**src/rtl/rnd_pkg.sv**
```systemverilog
// Shared types and defaults for the random range mapper.
// Optional reject statistics are enabled with RND_STATS_EN.
package rnd_pkg;

    typedef enum logic {
        WARM = 1'b0,
        RUN  = 1'b1
    } state_t;

    localparam int DEF_WIDTH  = 10;
    localparam int DEF_LIMIT  = 600;
    localparam int DEF_DEPTH  = 4;
    localparam int DEF_WARMUP = 8;
    localparam int CNT_W      = 16;

endpackage

```
**src/rtl/rnd_fifo.sv**
```systemverilog
// Small synchronous FIFO; the head reads as zero while empty.
// Pointers wrap naturally because DEPTH is a power of two.
module rnd_fifo
    import rnd_pkg::*;
#(
    parameter int WIDTH = DEF_WIDTH,
    parameter int DEPTH = DEF_DEPTH
) (
    input  logic             clk,
    input  logic             rst,
    input  logic             push,
    input  logic             pop,
    input  logic [WIDTH-1:0] wdata,
    output logic [WIDTH-1:0] rdata,
    output logic             full,
    output logic             empty
);

    localparam int AW = $clog2(DEPTH);

    logic [WIDTH-1:0] mem_q [DEPTH];
    logic [WIDTH-1:0] mem_d [DEPTH];
    logic [AW-1:0]    wr_ptr_q, wr_ptr_d;
    logic [AW-1:0]    rd_ptr_q, rd_ptr_d;
    logic [AW:0]      cnt_q, cnt_d;
    logic             do_push;
    logic             do_pop;

    assign empty = (cnt_q == '0);
    assign full  = (cnt_q == (AW+1)'(DEPTH));
    assign rdata = empty ? '0 : mem_q[rd_ptr_q];

    always_comb begin
        mem_d    = mem_q;
        wr_ptr_d = wr_ptr_q;
        rd_ptr_d = rd_ptr_q;
        cnt_d    = cnt_q;
        do_pop   = pop && !empty;
        do_push  = push && (!full || do_pop);
        if (do_push) begin
            mem_d[wr_ptr_q] = wdata;
            wr_ptr_d        = wr_ptr_q + AW'(1);
        end
        if (do_pop) begin
            rd_ptr_d = rd_ptr_q + AW'(1);
        end
        case ({do_push, do_pop})
            2'b10:   cnt_d = cnt_q + (AW+1)'(1);
            2'b01:   cnt_d = cnt_q - (AW+1)'(1);
            default: cnt_d = cnt_q;
        endcase
    end

    always_ff @(posedge clk) begin
        if (rst) begin
            for (int i = 0; i < DEPTH; i++) mem_q[i] <= '0;
            wr_ptr_q <= '0;
            rd_ptr_q <= '0;
            cnt_q    <= '0;
        end else begin
            mem_q    <= mem_d;
            wr_ptr_q <= wr_ptr_d;
            rd_ptr_q <= rd_ptr_d;
            cnt_q    <= cnt_d;
        end
    end

endmodule

```
**src/rtl/rnd_range_mapper.sv**
```systemverilog
// Discards warm-up LFSR words, then buffers in-range samples in a FIFO.
// Define RND_STATS_EN to add the saturating rej_cnt output.
module rnd_range_mapper
    import rnd_pkg::*;
#(
    parameter int WIDTH  = DEF_WIDTH,
    parameter int LIMIT  = DEF_LIMIT,
    parameter int DEPTH  = DEF_DEPTH,
    parameter int WARMUP = DEF_WARMUP
) (
    input  logic             clk,
    input  logic             rst,
    input  logic [WIDTH-1:0] rnd_in,
    input  logic             rnd_valid,
    output logic [WIDTH-1:0] out_data,
    output logic             out_valid,
    input  logic             out_ready,
    output logic             overflow
`ifdef RND_STATS_EN
    ,
    output logic [CNT_W-1:0] rej_cnt
`endif
);

    localparam int             WCW       = (WARMUP > 1) ? $clog2(WARMUP) : 1;
    localparam state_t         RST_STATE = (WARMUP == 0) ? RUN : WARM;
    localparam logic [WIDTH:0] LIM       = (WIDTH+1)'(LIMIT);
    localparam logic [WCW-1:0] WLAST     = WCW'((WARMUP > 0) ? WARMUP - 1 : 0);

    state_t         state_q, state_d;
    logic [WCW-1:0] warm_q, warm_d;
    logic           ovf_q, ovf_d;
    logic           in_range;
    logic           push;
    logic           pop;
    logic           full;
    logic           empty;

    // One extra bit so LIMIT == 2^WIDTH accepts every word
    assign in_range  = ({1'b0, rnd_in} < LIM);
    assign out_valid = !empty;
    assign pop       = out_valid && out_ready;
    assign overflow  = ovf_q;

    always_comb begin
        state_d = state_q;
        warm_d  = warm_q;
        ovf_d   = ovf_q;
        push    = 1'b0;
        case (state_q)
            WARM: begin
                if (rnd_valid) begin
                    if (warm_q == WLAST) begin
                        state_d = RUN;
                        warm_d  = '0;
                    end else begin
                        warm_d = warm_q + WCW'(1);
                    end
                end
            end
            RUN: begin
                if (rnd_valid && in_range) begin
                    if (!full || pop) push  = 1'b1;
                    else              ovf_d = 1'b1;
                end
            end
            default: state_d = RST_STATE;
        endcase
    end

    always_ff @(posedge clk) begin
        if (rst) begin
            state_q <= RST_STATE;
            warm_q  <= '0;
            ovf_q   <= 1'b0;
        end else begin
            state_q <= state_d;
            warm_q  <= warm_d;
            ovf_q   <= ovf_d;
        end
    end

`ifdef RND_STATS_EN
    logic [CNT_W-1:0] rej_q, rej_d;

    always_comb begin
        rej_d = rej_q;
        if (state_q == RUN && rnd_valid && !in_range && rej_q != '1) begin
            rej_d = rej_q + CNT_W'(1);
        end
    end

    always_ff @(posedge clk) begin
        if (rst) rej_q <= '0;
        else     rej_q <= rej_d;
    end

    assign rej_cnt = rej_q;
`endif

    rnd_fifo #(
        .WIDTH (WIDTH),
        .DEPTH (DEPTH)
    ) u_fifo (
        .clk   (clk),
        .rst   (rst),
        .push  (push),
        .pop   (pop),
        .wdata (rnd_in),
        .rdata (out_data),
        .full  (full),
        .empty (empty)
    );

endmodule

```
**config.mk**
```make
export PLATFORM = sky130hd
export DESIGN_NAME = rnd_range_mapper
export DESIGN_NICKNAME = d
export VERILOG_FILES = /design/src/rtl/rnd_pkg.sv /design/src/rtl/rnd_fifo.sv /design/src/rtl/rnd_range_mapper.sv
export SDC_FILE = /design/constraint.sdc
export NUM_CORES = 1
export LEC_CHECK = 0
export BUFFER_PORTS_ARGS = -buffer_cell sky130_fd_sc_hd__buf_2
export CAP_MARGIN = 10
export CORE_MARGIN = 2
export CORE_UTILIZATION = 50
export DETAILED_ROUTE_END_ITERATION = 8
export PLACE_DENSITY = 0.73
export RECOVER_POWER = 25
export SLEW_MARGIN = 20
export SYNTH_ARGS = -nofsm -noshare
export SYNTH_HDL_FRONTEND = slang
export SYNTH_SLANG_ARGS = --single-unit
```
**constraint.sdc**
```tcl
create_clock -name clk -period 3.29 [get_ports clk]
set_input_delay 0.658 -clock clk [delete_from_list [all_inputs] [get_ports clk]]
set_output_delay 0.658 -clock clk [all_outputs]
set_load 0.005 [all_outputs]
```
### After elaboration in Yosys (flattened, before gate mapping)

Cells that the tools add are included.

| cells by class | value |
|---|---|
| add/sub/neg operators | 5 |
| $lt $le $gt $ge | 4 |
| equality and inequality tests | 4 |
| multiplexer cells | 15 |
| bitwise logic cells | 4 |
| reductions and logical operators | 13 |

Operator list:

| operator | number |
|---|---|
| $bwmux W40 | 1 |
| $mux W10 | 4 |
| $bmux W10 S2 | 1 |
| $demux W10 S2 | 1 |
| $lt A10 B10 Y1 const B | 1 |
| $add A3 B1 Y3 const B | 2 |
| $eq A3 B3 Y1 const B | 2 |
| $ge A3 B3 Y1 const B | 2 |
| $mux W1 | 6 |
| $not A2 Y3 | 2 |
| $pmux W3 S2 | 1 |
| $logic_and A1 B1 Y1 | 5 |
| $add A2 B1 Y2 const B | 2 |
| $logic_not A3 Y1 | 1 |
| $lt A3 B1 Y1 const B | 1 |
| $mux W3 | 1 |
| $reduce_and A3 Y1 | 1 |
| $sub A3 B1 Y3 const B | 1 |
| $eq A2 B1 Y1 const B | 1 |
| $eq A2 B2 Y1 const B | 1 |
| $logic_not A1 Y1 | 2 |
| $logic_or A1 B1 Y1 | 2 |
| $not A1 Y1 | 2 |
| $reduce_and A2 Y1 | 1 |
| $reduce_bool A2 Y1 | 1 |

| word-level totals | value |
|---|---|
| register bits | 52 |
| input port bits | 14 |
| output and inout port bits | 12 |
| logic and storage cells | 55 |

### Logic depth before layout (Yosys ltp)

Gate-level depths: netlist (run 1).

| depth | value |
|---|---|
| depth after elaboration | 10 |
| mapped depth | 10 |
| depth with buffers taken out | 9 |

### By module

From an unflattened synthesis (run 1), not the netlist that was laid out.

| second synthesis, totals | value |
|---|---|
| cells, all modules | 243 |
| area, all modules | 2562.5 um2 |

Modules (own cells, without submodules):

| module | times used | cells an instance | area each (um2) |
|---|---|---|---|
| rnd_fifo | 1 | 214 | 2304.7 |
| rnd_range_mapper | 1 | 29 | 257.7 |

### Worst setup path before layout (run 1)

Ideal clock, no wire load.

| path | value |
|---|---|
| kind | in2reg |
| from | in out_ready |
| to | reg u_fifo.cnt_q[2] |
| library setup time | 0.070 ns |
| arrival time | 2.660 ns |
| slack | 0.560 ns |
| cell stages on the path | 10 |
| buffers on the path | 1 |
| cell sequence | or4b_1 > o2111a_2 > buf_12 > clkinv_2 > ha_1 > inv_1 > fa_1 > xor2_1 > or3_1 > a21oi_1 |

| between the ends | value |
|---|---|
| longest elaborated chain between the ends | 8 |

RTL lines:

| what | RTL line | RTL |
|---|---|---|
| from (decl) | rnd_range_mapper.sv:17 | `input logic out_ready,` |
| $logic_and A1 B1 Y1 * | rnd_range_mapper.sv:42 | `assign pop = out_valid && out_ready;` |
| $logic_or A1 B1 Y1 | rnd_range_mapper.sv:63 | `if (!full \|\| pop) push = 1'b1;` |
| $mux W1 | rnd_range_mapper.sv:63 |  |
| $mux W1 | rnd_range_mapper.sv:62 | `if (rnd_valid && in_range) begin` |
| $mux W1 | rnd_range_mapper.sv:50 | `case (state_q)` |
| $logic_and A1 B1 Y1 | rnd_fifo.sv:39 | `do_push = push && (!full \|\| do_pop);` |
| $eq A2 B1 Y1 / $eq A2 B2 Y1 (equally long branches) | rnd_fifo.sv:47 | `case ({do_push, do_pop})` |
| $pmux W3 S2 / $reduce_bool A2 Y1 (equally long branches) | - |  |
| to (signal assigned) | rnd_fifo.sv:64 | `cnt_q <= cnt_d;` |
| to (decl) | rnd_fifo.sv:25 | `logic [AW:0] cnt_q, cnt_d;` |

Mark *: on every way between the ends. The rest lies on a longest branch, timed or not.
A chain may end at the register's enable or synchronous reset.

### Worst setup path after layout (run 1)

| path | value |
|---|---|
| from | reg u_fifo.rd_ptr_q[1] |
| to | out out_data[8] |

| between the ends | value |
|---|---|
| longest elaborated chain between the ends | 5 |

RTL lines:

| what | RTL line | RTL |
|---|---|---|
| from (decl) | rnd_fifo.sv:24 | `logic [AW-1:0] rd_ptr_q, rd_ptr_d;` |
| from (signal assigned) | rnd_fifo.sv:63 | `rd_ptr_q <= rd_ptr_d;` |
| $not A2 Y3 (not written as such) | rnd_fifo.sv:31 | `assign rdata = empty ? '0 : mem_q[rd_ptr_q];` |
| $bmux W10 S2 | rnd_fifo.sv:31 |  |
| $mux W10 (not written as such) (2 in a row) | rnd_fifo.sv:31 |  |
| $mux W10 | rnd_fifo.sv:31 |  |
| to (decl) | rnd_range_mapper.sv:15 | `output logic [WIDTH-1:0] out_data,` |

Every way passes these cells. The select of a mux whose other input is x is not followed.

==> results of run 1 <==
==> per-layer routing <==
metal | vias up | global-route usage, % | wire [µm]
li1 | 837 | - | -
met1 | 759 | 24.1 | 2170
met2 | 17 | 29.2 | 2150
met3 | 6 | 3.70 | 114
met4 | 0 | 7.41 | 77
met5 | - | 0 | 0
==> logic make-up (layout without fill, tap and decap cells) <==
logic type / count (synthesis) / count (layout) / synth area share [%]
fa+ha+maj: 8 / 8 / 4.21
compound gates: 11 / 11 / 2.60
mux: 51 / 51 / 24.9
flops: 52 / 52 / 40.7
simple gates: 89 / 89 / 22.6
buf+inv: 17 / 43 / 3.28
xor+xnor: 5 / 5 / 1.71
==> cell type report <==
| class | instances | area (µm²) |
|---|---|---|
| Clock buffer | 6 | 82.6 |
| Multi-Input combinational cell | 164 | 1430 |
| Tap cell | 70 | 87.6 |
| Fill cell | 454 | 2180 |
| Sequential cell | 52 | 1040 |
| Inverter | 7 | 27.5 |
| Clock inverter | 2 | 13.8 |
| Timing Repair Buffer | 28 | 145 |
==> where the power goes <==
part	internal, mW	leakage (nW)	total (mW)	switching (mW)
sequential	0.631	0.419	0.632	0.00128
clock	0.172	0.0516	0.380	0.208
combinational	0.0213	0.825	0.0454	0.0242
total	0.824	1.30	1.06	0.234
==> registers in the layout (all words and copies together) (netlist names) <==
signal,flops
u_fifo.mem_q,40
u_fifo.cnt_q,3
warm_q,3
u_fifo.rd_ptr_q,2
u_fifo.wr_ptr_q,2
overflow,1
state_q,1
==> critical path, cell delays in order (launching register included) <==
cell and delay (ns):
dfxtp_1 0.74, mux4_2 0.57, and2_1 0.17, buf_2 0.12
==> stage by stage <==
step	std cells	setup slack, ns	hold WS [ns]
after global placement	321	0.572	0.432
after floorplan	233	0.560	0.442
after CTS	329	0.710	0.458
after detailed placement	321	0.495	0.444
final	329	0.712	0.454
after global routing	329	0.637	0.490
==> final timing paths <==
kind                           start              end  slack (ns)  cells after the start
setup reg to reg     u_fifo.cnt_q[0]  u_fifo.cnt_q[2]        0.87                      9
hold reg to reg             overflow         overflow        0.45                      2
setup / recovery  u_fifo.rd_ptr_q[1]      out_data[8]        0.71                      3
hold / removal              overflow         overflow        0.45                      2
==> cell usage in the layout, fill, tap and decap left out, drive strengths merged, types with 2 or more instances in the layout <==
cell and instances:
ha 7, and2 12, nand2 8, buf 26, o21ai 2, dfxtp 52, or3 3, mux4 10
mux2i 41, nand2b 51, clkbuf 8, nor2 11, clkinv 2, a21oi 8, inv 7, xor2 3
xnor2 2
==> impl_metrics.csv, run 1 <==
group,metric,value,unit
floorplan,core_area,5010,µm²
clock_network,post_cts_resized,0,
global_route,grt_pass1_wl,7700,µm
clock_network,cts_root_buf,"clkbuf_8",
floorplan,io_pins,26,
final_layout,fin_nets,280,
sta,hold_viol_final,0,
pwr,p_leak,1.30,nW
synth,synth_top_cell_area_share,40.7,%
setup_path,critPathKind,"reg2out",
final_layout,post-route-util,56.4,%
sta,tns,0,ns
final_layout,drive_above_1_share,19.7,%
clock_network,htree_levels,2,
synth,synth_common_cells,"dfxtp_1 (52), nand2b_1 (51), mux2i_1 (41), and2_1 (12), nor2_1 (11)",
synth,yosysMostFrequentCell,"dfxtp_1",
global_route,grt_pass1_vias,1626,
final_layout,antennaDiodeCount,0,
drt,routedWlPerCell,13.7,µm
sta,grt_setup_unrepaired,"no",
global_route,track_usage,18.2,%
final_layout,area_delta_synth_final,10.7,%
flow_run,maxCapViolations,1,
setup_path,crit_fanout,11,
setup_path,worst_ep_required_time,2.63,ns
place,dp_hpwl,3010,µm
clock_network,numCtsBuffers,5,
setup_path,critPathLaunchType,"flip-flop",
synth,ys_seq_area_share,40.7,%
sta,relSlewSlack,-35.3,%
pwr,irDropWorstVdd,0.000196,V
floorplan,die_width,75.5,µm
sta,drv_slew,63,
synth,synth_top_cell_by_area,"dfxtp_1",
drt,drtIter0Drc,90,
synth,ys_ff_latch,52,
drt,routed_via_density,4.92,
setup_path,crit_path_end_kind,"output pin",
place,place_congestion,0.725,
clock_network,cts_sinks,52,
pwr,pwr_density_cell,374,nW/µm²
drt,finalWirelength,4520,µm
setup_path,crit_arrival,1.92,ns
synth,synth.distinct_cells,26,
sta,max_freq,388,MHz
drt,post-route-drc-count,0,
floorplan,die_h,75.5,µm
clock_network,clk_pin_slew,0.09,ns
floorplan,rows,26,
floorplan,initial_core_util,51.0,%
global_route,antenna_found_initial,0,
worst_hold_path,worst_hold_path_type,"reg2reg",
clock_network,clk_latency,0.31,ns
clock_network,holdBufCountCts,0,
clock_network,cts_tree,"built",
drt,first_pass_iters,4,
sta,skew,0.00624,ns
run_status,status,"finished, violations left",
global_route,overflow,0,
drt,ant_nets,0,
synth,synth.area.top_cells,"dfxtp_1 (41%), mux2i_1 (16%), nand2b_1 (12%), mux4_2 (8.8%), ha_1 (3.4%)",
place,port_buffers,25,
global_route,grt_max_degree,63,
run_status,violations,"capacitance limit, slew limit",
drt,vias,1619,
synth,syn_avg_cell_area,11.0,µm²
sta,finalCritPeriodShare,78.4,%
synth,syn-cell-area,2550,µm²
clock_network,clk_path_buf_depth,2,
synth,yosys_warnings,0,
floorplan,dieArea,5700,µm²
clock_network,post_cts.repair.setup_buffers,0,
sta,period_minus_slack,2.58,ns
sta,final-setup-viol-count,0,
place,place_area,2730,µm²
synth,netlist_instances,233,
final_layout,design_area,2830,µm²
synth,synthFlopType,"dfxtp_1",
pwr,total_power,1.06,mW
synth,postSynth.asyncResetShare,0,%
sta,tightest_slew,2.03,ns
synth,synth_nets,255,
synth,synth_edf_count,0,
(Power assumes the default switching activity.)
==> run 2: changes to the inputs <==
Settings changed: PLACE_DENSITY 0.73 to 0.76.
Clock period 3.29 ns to 2.2 ns, I/O delays scaled along.
==> impl_metrics.csv, run 2 (synthesized netlist as in run 1, its figures left out) <==
group,metric,value,unit
run_status,status,"finished, violations left",
run_status,violations,"setup timing",
final_layout,reg.largest.list,"u_fifo.mem_q x40, u_fifo.cnt_q x3, warm_q x3",
drt,first_pass_iters,4,
clock_network,clk_path_buf_depth,2,
final_layout,largest_register_ff_count,40,
setup_path,worst_ep_required_time,2.44,ns
sta,grt_setup_unrepaired,"yes",
global_route,antenna_found_initial,0,
pwr,pwr_density_cell,540,nW/µm²
sta,max_freq,454,MHz
sta,period_minus_slack,2.20,ns
final_layout,drive_above_1_share,24.5,%
clock_network,clk_pin_slew,0.09,ns
sta,skew,0.00496,ns
pwr,p_int,1.23,mW
setup_path,cpMaxStageDelayCell,"or4b_4",
pwr,p_seq_share,59.8,%
setup_path,crit_fanout,2,
place,place_area,2810,µm²
setup_path,crit_arrival,2.45,ns
sta,tns,-0.00113,ns
clock_network,cts_sinks,52,
clock_network,clk_latency,0.30,ns
sta,final-setup-viol-count,1,
global_route,grt_max_degree,54,
clock_network,cts_tree,"built",
global_route,track_usage,17.9,%
floorplan,core_area,5010,µm²
sta,relSlewSlack,50.5,%
final_layout,layout.cells.non_filler,339,
worst_hold_path,worst_hold_path_type,"in2reg",
final_layout,fillCellCount,436,
final_layout,final_cell_mix,"nand2b_1 (51), dfxtp_1 (51), mux2i_1 (41), buf_2 (23)",
pwr,p_clk_share,35.5,%
global_route,overflow,0,
final_layout,multi_input_area,1450,µm²
drt,vias,1703,
floorplan,rows,26,
floorplan,io_pins,26,
drt,ant_nets,0,
drt,routedWlPerCell,13.8,µm
floorplan,dieArea,5700,µm²
clock_network,holdBufCountCts,0,
global_route,grt_pass1_wl,7440,µm
final_layout,antennaDiodeCount,0,
sta,finalCritPeriodShare,100,%
final_layout,area_delta_synth_final,14.4,%
pwr,p_sw_share,21.8,%
place,placed_cells,329,
place,port_buffers,25,
final_layout,register_area,1040,µm²
drt,routed_via_density,5.02,
final_layout,fin_nets,290,
global_route,grt_pass1_vias,1507,
final_layout,design_area,2920,µm²
setup_path,critPathKind,"reg2reg",
flow_run,maxCapViolations,0,
setup_path,crit_path_max_incr_delay,0.53,ns
pwr,irDropWorstVdd,0.000383,V
floorplan,die_h,75.5,µm
pwr,combPwrFrac,4.7,%
drt,post-route-drc-count,0,
final_layout,post-route-util,58.3,%
place,place_congestion,0.735,
floorplan,initial_core_util,51.0,%
drt,finalWirelength,4680,µm
place,dp_hpwl,3150,µm
pwr,power_switching,0.344,mW
clock_network,cts_root_buf,"clkbuf_8",
final_layout,top_register,"u_fifo.mem_q",
setup_path,crit_path_end_kind,"flip-flop",
sta,hold_viol_final,0,
sta,drv_slew,0,
clock_network,htree_levels,2,
drt,drtIter0Drc,84,
clock_network,numCtsBuffers,5,
pwr,p_leak,1.35,nW
sta,post-route-worst-setup-slack,-0.00113,ns
sta,tightest_slew,0.742,ns
setup_path,critPathLaunchType,"flip-flop",
setup_path,worstPathCellList,"or4b_4 > o2111a_2 > clkinv_4 > ha_4 > inv_2 > fa_2 > xor2_1 > or3_1 > a21oi_1",
sta,fin_hold_ws,0.393,ns
floorplan,die_width,75.5,µm
==> run 2: final cells by class <==
class                           instances  share of cell area (%)
Clock buffer                            7                    2.95
Clock inverter                          1                   0.257
Inverter                                7                    1.07
Multi-Input combinational cell        164                    49.6
Sequential cell                        52                    35.7
Tap cell                               70                    3.00
Timing Repair Buffer                   38                    7.49
==> run 2: worst paths after layout <==
kind,start,end,slack (ns),cells after the start
worst max-delay path,u_fifo.cnt_q[0],u_fifo.cnt_q[2],-0.001,9
worst min-delay path,rnd_valid,state_q,0.39,3
worst max register to register,u_fifo.cnt_q[0],u_fifo.cnt_q[2],-0.001,9
worst min register to register,overflow,overflow,0.46,2
==> run 2: worst max-delay path, delay by kind of cell, from the launching register on <==
| family | cells | cell delay, ns |
|---|---|---|
| compound gates | 2 | 0.30 |
| xor+xnor | 1 | 0.15 |
| fa+ha+maj | 2 | 0.44 |
| buf+inv | 2 | 0.09 |
| flops | 1 | 0.33 |
| simple gates | 2 | 0.83 |
==> run 2: power by group through the flow <==
stage | clock, mW | sequential [mW] | combinational [mW]
final | 0.560 | 0.945 | 0.0739
after global routing | 0.614 | 0.946 | 0.0825
after CTS | 0.577 | 0.945 | 0.0741
after floorplan | 0 | 0.967 | 0.0435
after global placement | 0 | 0.967 | 0.0738
after detailed placement | 0 | 0.967 | 0.0738
==> run 2: metrics by stage <==
stage / setup slack (ns) / total power [mW]
after floorplan: -0.219 / 1.01
after global placement: -0.196 / 1.04
after detailed placement: -0.281 / 1.04
after CTS: 0.00806 / 1.60
after global routing: -0.0920 / 1.64
final: -0.00113 / 1.58
==> run 2: routing by layer <==
layer  share of wire, %  global-route usage [%]  wire length [µm]  vias up
li1                   -                       -                 -      863
met1                 48                    24.8              2270      811
met2                 47                    27.9              2190       23
met3                3.4                    3.70               157        6
met4                1.5                    6.43                70        0
met5                  0                       0                 0        -
==> run 2: timing repair <==
| item | 4_1_cts | 5_1_grt |
|---|---|---|
| pin swaps | 1 | 0 |
| gates cloned | 0 | 0 |
| endpoints found under the setup margin | 1 | 1 |
| resized for setup | 1 | 1 |
| buffers inserted | 1 | 1 |
==> run 3: changes to the inputs <==
Settings changed: CTS_BUF_LIST set to sky130_fd_sc_hd__clkbuf_8, CTS_CLUSTER_DIAMETER set to 40.
==> impl_metrics.csv, run 3 (synthesized netlist as in run 1, its figures left out) <==
group,metric,value,unit
global_route,grt_pass1_vias,1507,
clock_network,clk_latency,0.30,ns
sta,finalCritPeriodShare,100,%
final_layout,largest_register_ff_count,40,
floorplan,dieArea,5700,µm²
global_route,antenna_found_initial,0,
sta,tightest_slew,0.741,ns
clock_network,htree_levels,2,
sta,drv_slew,0,
drt,finalWirelength,4680,µm
global_route,grt_max_degree,54,
sta,max_freq,454,MHz
run_status,status,"finished, violations left",
floorplan,io_pins,26,
final_layout,final_cell_mix,"nand2b_1 (51), dfxtp_1 (51), mux2i_1 (41), buf_2 (23)",
sta,skew,0.00486,ns
setup_path,worst_ep_required_time,2.44,ns
pwr,p_seq_share,60.0,%
pwr,combPwrFrac,4.7,%
floorplan,rows,26,
clock_network,numCtsBuffers,5,
worst_hold_path,hold_end,"state_q",
pwr,p_sw_share,21.9,%
pwr,p_leak,1.35,nW
drt,first_pass_iters,4,
sta,post-route-worst-setup-slack,-0.000718,ns
drt,vias,1710,
floorplan,core_area,5010,µm²
setup_path,regToRegSetupSlack,-0.0007,ns
final_layout,fillCellCount,436,
setup_path,regToRegEndpoint,"u_fifo.cnt_q[2]",
final_layout,reg.largest.list,"u_fifo.mem_q x40, u_fifo.cnt_q x3, warm_q x3",
global_route,track_usage,17.9,%
final_layout,layout.cells.non_filler,339,
pwr,irDropWorstVdd,0.000383,V
final_layout,area_delta_synth_final,14.4,%
drt,drtIter0Drc,84,
pwr,p_clk_share,35.3,%
clock_network,cts_root_buf,"clkbuf_8",
clock_network,clk_path_buf_depth,2,
final_layout,antennaDiodeCount,0,
floorplan,die_h,75.5,µm
floorplan,die_width,75.5,µm
drt,routedWlPerCell,13.8,µm
place,placed_cells,329,
setup_path,crit_fanout,2,
global_route,overflow,0,
run_status,violations,"setup timing",
clock_network,cts_tree,"built",
setup_path,r2r-start,"u_fifo.cnt_q[0]",
place,place_congestion,0.735,
place,place_area,2810,µm²
clock_network,clk_pin_slew,0.09,ns
place,dp_hpwl,3150,µm
sta,period_minus_slack,2.20,ns
sta,final-setup-viol-count,1,
pwr,total_power,1.57,mW
drt,post-route-drc-count,0,
final_layout,top_register,"u_fifo.mem_q",
pwr,p_int,1.23,mW
floorplan,initial_core_util,51.0,%
pwr,power_switching,0.344,mW
drt,routed_via_density,5.04,
final_layout,drive_above_1_share,24.5,%
setup_path,crit_path_end_kind,"flip-flop",
final_layout,post-route-util,58.3,%
sta,hold_viol_final,0,
sta,grt_setup_unrepaired,"yes",
worst_hold_path,holdPathStages,3,
flow_run,maxCapViolations,0,
setup_path,reg2reg_depth,9,
setup_path,critPathLaunchType,"flip-flop",
clock_network,cts_sinks,52,
sta,relSlewSlack,50.6,%
final_layout,design_area,2920,µm²
place,port_buffers,25,
setup_path,crit_arrival,2.44,ns
sta,tns,-0.000718,ns
final_layout,fin_nets,290,
pwr,pwr_density_cell,539,nW/µm²
worst_hold_path,min_from,"rnd_valid",
worst_hold_path,worst_hold_path_type,"in2reg",
global_route,grt_pass1_wl,7440,µm
drt,ant_nets,0,
setup_path,critPathKind,"reg2reg",
==> run 3: layout make-up <==
type,count,area [µm²],share of cell area [%]
well taps,70,87.6,3.00
clock buffers,6,82.6,2.83
multi-input cells,164,1450,49.6
flip-flops and latches,52,1040,35.7
repair buffers,38,219,7.49
clock inverters,2,11.3,0.385
inverters,7,31.3,1.07
==> run 3: timing repair <==
action                     CTS  global route
cloned                       0             0
pin swaps                    1             0
setup buffers                1             1
hold buffers                 0             0
gates resized for setup      1             1
setup endpoints to repair    1             1
==> run 3: routing by layer <==
layer  track usage, %  vias up  part of all wire, %
met3             3.70        6                  4.0
met4             6.43        0                  1.5
li1                 -      864                    -
met2             27.9       27                   47
met1             24.8      813                   48
met5                0        -                    0
==> run 3: stage by stage <==
step,setup slack [ns],hold WS (ns)
floorplan,-0.219,0.442
global placement,-0.196,0.432
detailed placement,-0.281,0.439
CTS,0.00696,0.384
global route,-0.0922,0.395
finish,-0.000718,0.393
==> run 3: critical path: stages (launching register included) <==
cell      delay [ns]
dfxtp_2         0.33
or4b_4          0.53
o2111a_2        0.18
clkinv_4        0.06
ha_4            0.12
inv_2           0.03
fa_2            0.32
xor2_1          0.15
or3_1           0.30
a21oi_1         0.12
==> run 3: power groups by stage <==
stage	logic [mW]	registers [mW]	clock network, mW
finish	0.0738	0.945	0.555
global placement	0.0738	0.967	0
floorplan	0.0435	0.967	0
detailed placement	0.0738	0.967	0
global route	0.0825	0.946	0.610
CTS	0.0741	0.945	0.573
==> run 3: worst max-delay path by stage <==
stage	startpoint	endpoint	slack, ns
2_1_floorplan	out_ready	u_fifo.cnt_q[2]	-0.22
3_3_place_gp	out_ready	u_fifo.cnt_q[2]	-0.20
3_5_place_dp	out_ready	u_fifo.cnt_q[2]	-0.28
4_1_cts	u_fifo.cnt_q[0]	u_fifo.cnt_q[2]	0.007
5_1_grt	u_fifo.cnt_q[0]	u_fifo.cnt_q[2]	-0.09
6_report	u_fifo.cnt_q[0]	u_fifo.cnt_q[2]	-0.0007
